==> src/rtl/field_pkg.sv <==
// Shared field definitions for the EC field processor.
// The default modulus is the Mersenne prime 2^107 - 1. It is odd and below
// 2^110, so R = 2^110 works as the Montgomery radix.
package field_pkg;

    localparam int R_BITS = 110;

    localparam logic [R_BITS-1:0] MODULUS = {3'b000, {107{1'b1}}};

    // R^2 mod M = 2^220 mod (2^107 - 1) = 2^6. Used to map values into the
    // Montgomery domain: mont(x, R2_MOD_M) = x*R mod M.
    localparam logic [R_BITS-1:0] R2_MOD_M = R_BITS'(64);

    typedef enum logic [1:0] {
        ST_IDLE_LOAD,
        ST_ITER,
        ST_FINAL,
        ST_DONE
    } mont_state_e;

endpackage

==> src/rtl/mont_mul_step.sv <==
// One radix-2 Montgomery iteration, purely combinational:
//   o_s = (i_s + a_bit*B + q*M) / 2, where q is the parity of (i_s + a_bit*B).
// With i_s < 2M and B < M, the intermediate sum stays below 4M and fits in
// WIDTH+2 bits, and o_s stays below 2M.
module mont_mul_step #(
    parameter int WIDTH = field_pkg::R_BITS,
    parameter logic [WIDTH-1:0] MODULUS = field_pkg::MODULUS
) (
    input  logic [WIDTH+1:0] i_s,
    input  logic [WIDTH-1:0] i_b,
    input  logic             i_a_bit,
    output logic [WIDTH+1:0] o_s
);

    logic [WIDTH+1:0] w_t;
    logic [WIDTH+1:0] w_u;

    // Add the selected multiplicand, then add M when needed so the sum is even.
    always_comb begin
        w_t = i_s + (i_a_bit ? {2'b00, i_b} : '0);
        w_u = w_t + (w_t[0] ? {2'b00, MODULUS} : '0);
        o_s = w_u >> 1;
    end

endmodule

==> src/rtl/mont_mul_p.sv <==
// Bit-serial Montgomery multiplier: o_r = a*b*R^-1 mod MODULUS, R = 2^WIDTH.
// This is a one-shot unit. Releasing i_rst_n starts one multiplication, and
// o_done then stays high until the next reset.
// Optional build macro MONT_MUL_UNROLL2_EN: chain two step instances so that
// each clock does two iterations. This needs an even WIDTH and gives a latency
// of WIDTH/2+2 edges instead of WIDTH+2.
//
// state        | meaning
// ST_IDLE_LOAD | sample a/b, clear accumulator and counter
// ST_ITER      | one (or two) Montgomery iterations per clock
// ST_FINAL     | conditional subtract, register result, raise done
// ST_DONE      | hold result until reset
module mont_mul_p #(
    parameter int WIDTH = field_pkg::R_BITS,
    parameter logic [WIDTH-1:0] MODULUS = field_pkg::MODULUS
) (
    input  logic             i_clk,
    input  logic             i_rst_n,
    input  logic [WIDTH-1:0] i_a,
    input  logic [WIDTH-1:0] i_b,
    output logic [WIDTH-1:0] o_r,
    output logic             o_done
);
    import field_pkg::*;

`ifdef MONT_MUL_UNROLL2_EN
    localparam int STEPS = 2;
    if (WIDTH % 2 != 0) begin : g_width_check
        $error("mont_mul_p: WIDTH must be even with two iterations per clock");
    end
`else
    localparam int STEPS = 1;
`endif

    localparam int CW = $clog2(WIDTH + 1);
    localparam logic [CW-1:0] CNT_LAST = CW'(WIDTH - STEPS);
    localparam logic [CW-1:0] CNT_INC  = CW'(STEPS);

    mont_state_e      r_state;
    mont_state_e      w_next_state;
    logic [WIDTH-1:0] r_a;
    logic [WIDTH-1:0] r_b;
    logic [WIDTH+1:0] r_s;
    logic [CW-1:0]    r_cnt;
    logic [WIDTH-1:0] r_res;
    logic             r_done;
    logic [WIDTH+1:0] w_s_next;
    logic [WIDTH-1:0] w_s_red;
    logic [WIDTH-1:0] w_final;

`ifdef MONT_MUL_UNROLL2_EN
    logic [WIDTH+1:0] w_s_mid;

    mont_mul_step #(.WIDTH(WIDTH), .MODULUS(MODULUS)) u_step0 (
        .i_s     (r_s),
        .i_b     (r_b),
        .i_a_bit (r_a[0]),
        .o_s     (w_s_mid)
    );

    mont_mul_step #(.WIDTH(WIDTH), .MODULUS(MODULUS)) u_step1 (
        .i_s     (w_s_mid),
        .i_b     (r_b),
        .i_a_bit (r_a[1]),
        .o_s     (w_s_next)
    );
`else
    mont_mul_step #(.WIDTH(WIDTH), .MODULUS(MODULUS)) u_step0 (
        .i_s     (r_s),
        .i_b     (r_b),
        .i_a_bit (r_a[0]),
        .o_s     (w_s_next)
    );
`endif

    // The accumulator ends below 2M, so a single subtract reduces it into [0, M).
    // The difference is only used when S >= M, where it fits in WIDTH bits.
    always_comb begin
        w_s_red = r_s[WIDTH-1:0] - MODULUS;
        w_final = (r_s >= {2'b00, MODULUS}) ? w_s_red : r_s[WIDTH-1:0];
    end

    // State register.
    always_ff @(posedge i_clk or negedge i_rst_n) begin
        if (!i_rst_n) begin
            r_state <= ST_IDLE_LOAD;
        end else begin
            r_state <= w_next_state;
        end
    end

    // Next-state logic. Load, then iterate until the last count, finalize, hold.
    always_comb begin
        w_next_state = r_state;
        case (r_state)
            ST_IDLE_LOAD: w_next_state = ST_ITER;
            ST_ITER:      if (r_cnt == CNT_LAST) w_next_state = ST_FINAL;
            ST_FINAL:     w_next_state = ST_DONE;
            ST_DONE:      w_next_state = ST_DONE;
            default:      w_next_state = ST_IDLE_LOAD;
        endcase
    end

    // Datapath. Operands are sampled only in the load state.
    always_ff @(posedge i_clk or negedge i_rst_n) begin
        if (!i_rst_n) begin
            r_a    <= '0;
            r_b    <= '0;
            r_s    <= '0;
            r_cnt  <= '0;
            r_res  <= '0;
            r_done <= 1'b0;
        end else begin
            case (r_state)
                ST_IDLE_LOAD: begin
                    r_a   <= i_a;
                    r_b   <= i_b;
                    r_s   <= '0;
                    r_cnt <= '0;
                end
                ST_ITER: begin
                    r_s   <= w_s_next;
                    r_a   <= r_a >> STEPS;
                    r_cnt <= r_cnt + CNT_INC;
                end
                ST_FINAL: begin
                    r_res  <= w_final;
                    r_done <= 1'b1;
                end
                default: ;
            endcase
        end
    end

    assign o_r    = r_res;
    assign o_done = r_done;

endmodule

==> config.mk <==
export PLATFORM = sky130hd
export DESIGN_NAME = mont_mul_p
export DESIGN_NICKNAME = d
export VERILOG_FILES = /design/src/rtl/field_pkg.sv /design/src/rtl/mont_mul_step.sv /design/src/rtl/mont_mul_p.sv
export SDC_FILE = /design/constraint.sdc
export NUM_CORES = 1
export LEC_CHECK = 0
export CAP_MARGIN = 25
export CORE_ASPECT_RATIO = 0.7
export CORE_MARGIN = 5
export CORE_UTILIZATION = 45
export DETAILED_ROUTE_END_ITERATION = 8
export PLACE_DENSITY = 0.66
export SLEW_MARGIN = 40
export SYNTH_ARGS = -nofsm -noshare
export SYNTH_HDL_FRONTEND = slang
export SYNTH_SLANG_ARGS = --single-unit
==> constraint.sdc <==
create_clock -name i_clk -period 12.8 [get_ports i_clk]
set_input_delay 2.56 -clock i_clk [delete_from_list [all_inputs] [get_ports i_clk]]
set_output_delay 2.56 -clock i_clk [all_outputs]
set_load 0.03 [all_outputs]
# Yosys cells after proc, flatten, opt, wreduce, memory -nomap -nowiden
# Index checks and enable logic that the tools add are counted.
# word_totals
memories	0
register_bits	452
latchBits	0
elab_cells	28
input_bits	222
ram_bits	0
mem_bits_ro	0
# op_classes
addsub	4
bitwise_logic	0
multipliers	0
muxes	8
shift	0
eq_ne	5
n_lt_le_gt_ge	1
n_div	0
n_reduce_logical	3
# ops
cell	n
112-bit adder	2
112-bit one-hot mux with 2 select lines	1
110-bit 2-to-1 mux	2
110-bit one-hot mux with 2 select lines	1
112-bit by 107-bit greater-or-equal comparator with 1-bit output (second input constant)	1
110-bit by 107-bit subtractor with 110-bit output (second input constant)	1
107-bit 2-to-1 mux	1
7-bit one-hot mux with 2 select lines	1
7-bit by 1-bit adder with 7-bit output (second input constant)	1
7-bit equality test (second input constant)	1
2-bit one-hot mux with 3 select lines	1
2-bit equality test (second input constant)	2
2-bit by 1-bit equality test with 1-bit output (second input constant)	1
2-bit logical NOT	1
2-bit 2-to-1 mux	1
2-bit inequality test (second input constant)	1
2-bit nonzero test	1
2-bit OR reduction	1

# Depth between registers and ports, before layout
# depth
ltp_word	5
ltp_mapped	31
ltp_nobuf	29

# By module
# A second synthesis with hierarchy kept.
# unflattened
cells_unflattened	4117
hier_area_um2	35132.4
# by_module_without_submodules
module	area_per_inst_um2	n_inst	cells_each
mont_mul_p	20586.0	1	1881
mont_mul_step	14546.5	1	2236

# Worst setup path before layout
# OpenSTA, ideal clock, no wires.
# synth_timing
kind	reg2reg
startpoint	register r_a[0]
endpoint	register r_s[109]
slack_ns	6.446
t_arrival_ns	6.267
required_ns	12.713
setup_ns	0.087
stages_incl_launch_ff	18
path_cell_list	dfrtp_1 -> clkbuf_1 -> and2_1 -> ha_1 -> ha_1 -> clkbuf_1 -> nand4_1 -> nor3_1 -> inv_1 -> nor4_1 -> nand3_1 -> a221o_1 -> nand2_1 -> a31oi_1 -> o41ai_1 -> a31oi_1 -> or3_1 -> o211ai_1
# synth_between
elab_chain_len	5
# synth_lines
item	line_no	rtl
from (decl)	mont_mul_p.sv:41	logic [WIDTH-1:0] r_a;
from (signal assigned)	mont_mul_p.sv:116	r_a <= i_a;
from (signal assigned)	mont_mul_p.sv:123	r_a <= r_a >> STEPS;
110-bit 2-to-1 mux (*)	mont_mul_step.sv:20	w_t = i_s + (i_a_bit ? {2'b00, i_b} : '0);
112-bit adder (*)	mont_mul_step.sv:20	
107-bit 2-to-1 mux	mont_mul_step.sv:21	w_u = w_t + (w_t[0] ? {2'b00, MODULUS} : '0);
112-bit adder (*)	mont_mul_step.sv:21	
112-bit one-hot mux with 2 select lines (*)	mont_mul_p.sv:114	case (r_state)
to (signal assigned)	mont_mul_p.sv:122	r_s <= w_s_next;
to (decl)	mont_mul_p.sv:43	logic [WIDTH+1:0] r_s;
# Mark *: on every way between the ends. The rest lies on a longest branch, timed or not. The select of a mux whose other input is x is not followed.
# A chain may end at the register's enable or synchronous reset.

# Worst setup path in the final report
# Ends and elaborated chain as after synthesis.

==> impl_metrics.toml <==
[status]
status = "complete, no violations"

[min_path]
holdCritPathClass = "flop to flop"
hold_depth = 1
min-delay-start = "o_done$_DFFE_PN0N_"
worstHoldEndpoint = "o_done$_DFFE_PN0N_"

[routing]
vias_per_cell = 5.89
wire_per_inst_um = 22.3
routed_wl_um = 116000
drt_first_pass_iters = 8
dr_total_vias = 30800
drc = 0
drtIter0Drc = 3289
antenna_left = 0

[logic_synthesis]
synth-async-reset-ratio_pct = 100
syn_avg_cell_area_sq_um = 8.38
synth_nets = 4453
ys_ff_latch = 451
syn_inst = 4011
syn_area_sq_um = 33600
synth_edf_count = 0
netlist_top_cells_count = "nand2_1 (584), o21ai_0 (470), dfrtp_1 (451)"
synth_flop_cell = "dfrtp_1"
ys_types = 77
yosysTopAreaCell = "dfrtp_1"
ys_seq_area_share_pct = 33.6
yosysMostFrequentCell = "nand2_1"
yosys_warnings = 0
synth_area_leaders = "dfrtp_1 (34%), ha_1 (8.2%), o21ai_0 (7.0%)"
netlist.area_leader.share_pct = 33.6

[setup_path]
required_ps = 13360
worstReg2RegEnd = "r_s[109]$_DFFE_PN0P_"
r2r_start = "r_a[0]$_DFFE_PN0P_"
cp.arrival_ps = 9130
slowest_delay_ps = 720
rrSetupSlack_ps = 4230
reg2reg_depth = 26
endpoint_kind = "flop"
timing_worst_setup_path_type = "flop to flop"
worstPathMaxFanout = 61
startpoint_type = "flop"
crit_slowest_cell = "dfrtp_4"

[cts]
numCtsBuffers = 48
post_cts_buffers = 0
hold_buffers = 0
clock_latency_ps = 640
ctsResizeCount = 0
clock-root-buffer = "clkbuf_16"
h-tree-depth = 2
clk_path_buf_depth = 3
cts.sinks = 451
tritoncts = "done"
cts.clk_slew.worst_paths_ps = 70

[global_route]
antenna_found_initial = 3
use_met1_pct = 44.9
met3_usage_pct = 6.31
grt_overflow = 0
grt_pass1_vias = 28700
grt.total_usage_pct = 28.0
busiest_layer = "met1"
grt_max_degree = 149
grt_pass1_wl_um = 177000
globalRouteMet2Util_pct = 38.6

[cells_and_area]
final_layout_size_suffix_gt1_share_pct = 6.22
area_growth_pct = 17.7
final_cells = 5219
antenna_cells = 0
fin_nets = 4645
final_cell_area_sq_um = 39500

[floorplan]
boundaryPins = 333
start_util_pct = 45.6
dieArea_sq_um = 80400
die_w_um = 337
core_sq_um = 73700
placementRows = 83
die_y_um = 239

[power]
power.density_nw_per_um2 = 321
ir_drop_mv = 0.176
p_leak_nw = 16.8

[place]
dpl.cell_count = 5129
gp_congestion = 1.05
dp_hpwl_um = 91100
port_buffers = 332
post_dp_cell_area_sq_um = 37700

[timing]
min_period_ps = 8570
hold_viol_final = 0
skew_ps = 20.7
rsz0062_at_grt = "no"
period_share_pct = 67.0
max_freq_mhz = 117
setup-tns-final_ps = 0
slew_violations = 0
slew-limit-headroom_pct = 38.6
worst_pin_slew_ps = 919
finalSetupViolations = 0

[flow_run]
maxCapViolCount = 0
==> kinds of logic (layout without fill, tap and decap cells) <==
logic type | Yosys count | count (layout) | share of synthesized area, %
adders and majority gates | 220 | 220 | 8.21
buffers and inverters | 286 | 517 | 3.20
AOI/OAI and AO/OA | 1168 | 1168 | 20.5
DFF | 451 | 451 | 33.6
xor gates and xnor gates | 321 | 321 | 8.36
muxes | 223 | 223 | 7.05
and+or+nand+nor | 1342 | 1342 | 19.1
==> flip-flops by register name (all words and copies together) (netlist names) <==
| signal | cells |
|---|---|
| r_cnt | 7 |
| o_r | 110 |
| r_state | 2 |
| r_s | 111 |
| r_b | 110 |
| o_done | 1 |
| r_a | 110 |
==> metal layers <==
layer  part of all wire, %  wire length [um]
met1                    50             58100
met2                    39             45800
met3                   9.1             10500
met4                   1.5              1750
met5                 0.011                13
==> cell type report <==
type	count	area, sq um
multi-input combinational	3274	21300
inverter	71	267
sequential	451	11300
timing repair buffer	357	3610
clock inverter	23	457
tap	977	1220
clock buffer	66	1360
fill	7018	34200
==> power breakdown <==
part	internal (mW)	switching (mW)	total [mW]
registers	1.75	0.408	2.15
clock network	0.957	0.654	1.61
logic	3.27	5.66	8.93
==> how the worst max path moves through the flow <==
stage | startpoint | to | slack [ps] | cells after the start
CTS | r_a[0]$_DFFE_PN0P_ | r_s[109]$_DFFE_PN0P_ | 4030 | 26
finish | r_a[0]$_DFFE_PN0P_ | r_s[109]$_DFFE_PN0P_ | 4230 | 26
floorplan | r_a[0]$_DFFE_PN0P_ | r_s[109]$_DFFE_PN0P_ | 6450 | 17
detailed placement | r_a[0]$_DFFE_PN0P_ | r_s[109]$_DFFE_PN0P_ | 4050 | 26
global placement | r_a[0]$_DFFE_PN0P_ | r_s[109]$_DFFE_PN0P_ | 4270 | 25
global route | r_a[0]$_DFFE_PN0P_ | r_s[109]$_DFFE_PN0P_ | 3660 | 26
==> per-stage QoR <==
stage	worst slack, ps	utilization, %	hold WS [ps]	power (mW)
after CTS	4030	53.6	470	12.5
after global routing	3660	53.6	499	13.6
after global placement	4270	51.0	450	10.8
after floorplan	6450	-	450	8.25
final	4230	53.6	464	12.7
after detailed placement	4050	51.1	453	10.8
==> critical path, delay by kind of cell, from the launching register on <==
| kind | cells | cell delay (ps) |
|---|---|---|
| buffers and inverters | 1 | 510 |
| flip-flops | 1 | 720 |
| AND/OR/NAND/NOR | 10 | 2840 |
| XOR/XNOR | 1 | 210 |
| adder cells (fa/ha/maj) | 2 | 720 |
| AO/OA/AOI/OAI | 12 | 3450 |
==> placed cells by master (no fill, tap or decap), types with 10 or more instances in the layout <==
| master | synthesis | final |
|---|---|---|
| nand2_1 | 584 | 584 |
| o21ai_0 | 470 | 470 |
| dfrtp_1 | 451 | 448 |
| clkdlybuf4s50_1 | 0 | 331 |
| a21oi_1 | 311 | 311 |
| ha_1 | 219 | 218 |
| nor2_1 | 190 | 188 |
| xnor2_1 | 172 | 172 |
| xor2_1 | 149 | 149 |
| and2_1 | 128 | 128 |
| mux2i_1 | 112 | 112 |
| mux2_2 | 111 | 111 |
| nand4_1 | 108 | 108 |
| nand3_1 | 100 | 100 |
| a21o_1 | 93 | 93 |
| inv_1 | 71 | 71 |
| o21bai_1 | 56 | 56 |
| nor3_1 | 55 | 54 |
| clkbuf_16 | 0 | 48 |
| a31oi_1 | 35 | 35 |
| and3_1 | 32 | 32 |
| o21a_1 | 31 | 31 |
| o31ai_1 | 25 | 25 |
| nor4_1 | 26 | 24 |
| nor2b_1 | 22 | 21 |
| nand2b_1 | 23 | 21 |
| o211ai_1 | 18 | 18 |
| a21boi_0 | 18 | 18 |
| or3_1 | 17 | 17 |
| a22o_1 | 17 | 17 |
| buf_4 | 0 | 14 |
| a211oi_1 | 11 | 11 |
| and4_1 | 10 | 10 |
| or2_2 | 10 | 10 |
| clkbuf_8 | 0 | 10 |
| bufinv_16 | 0 | 10 |
No activity file was read; power rests on OpenSTA's default activity.
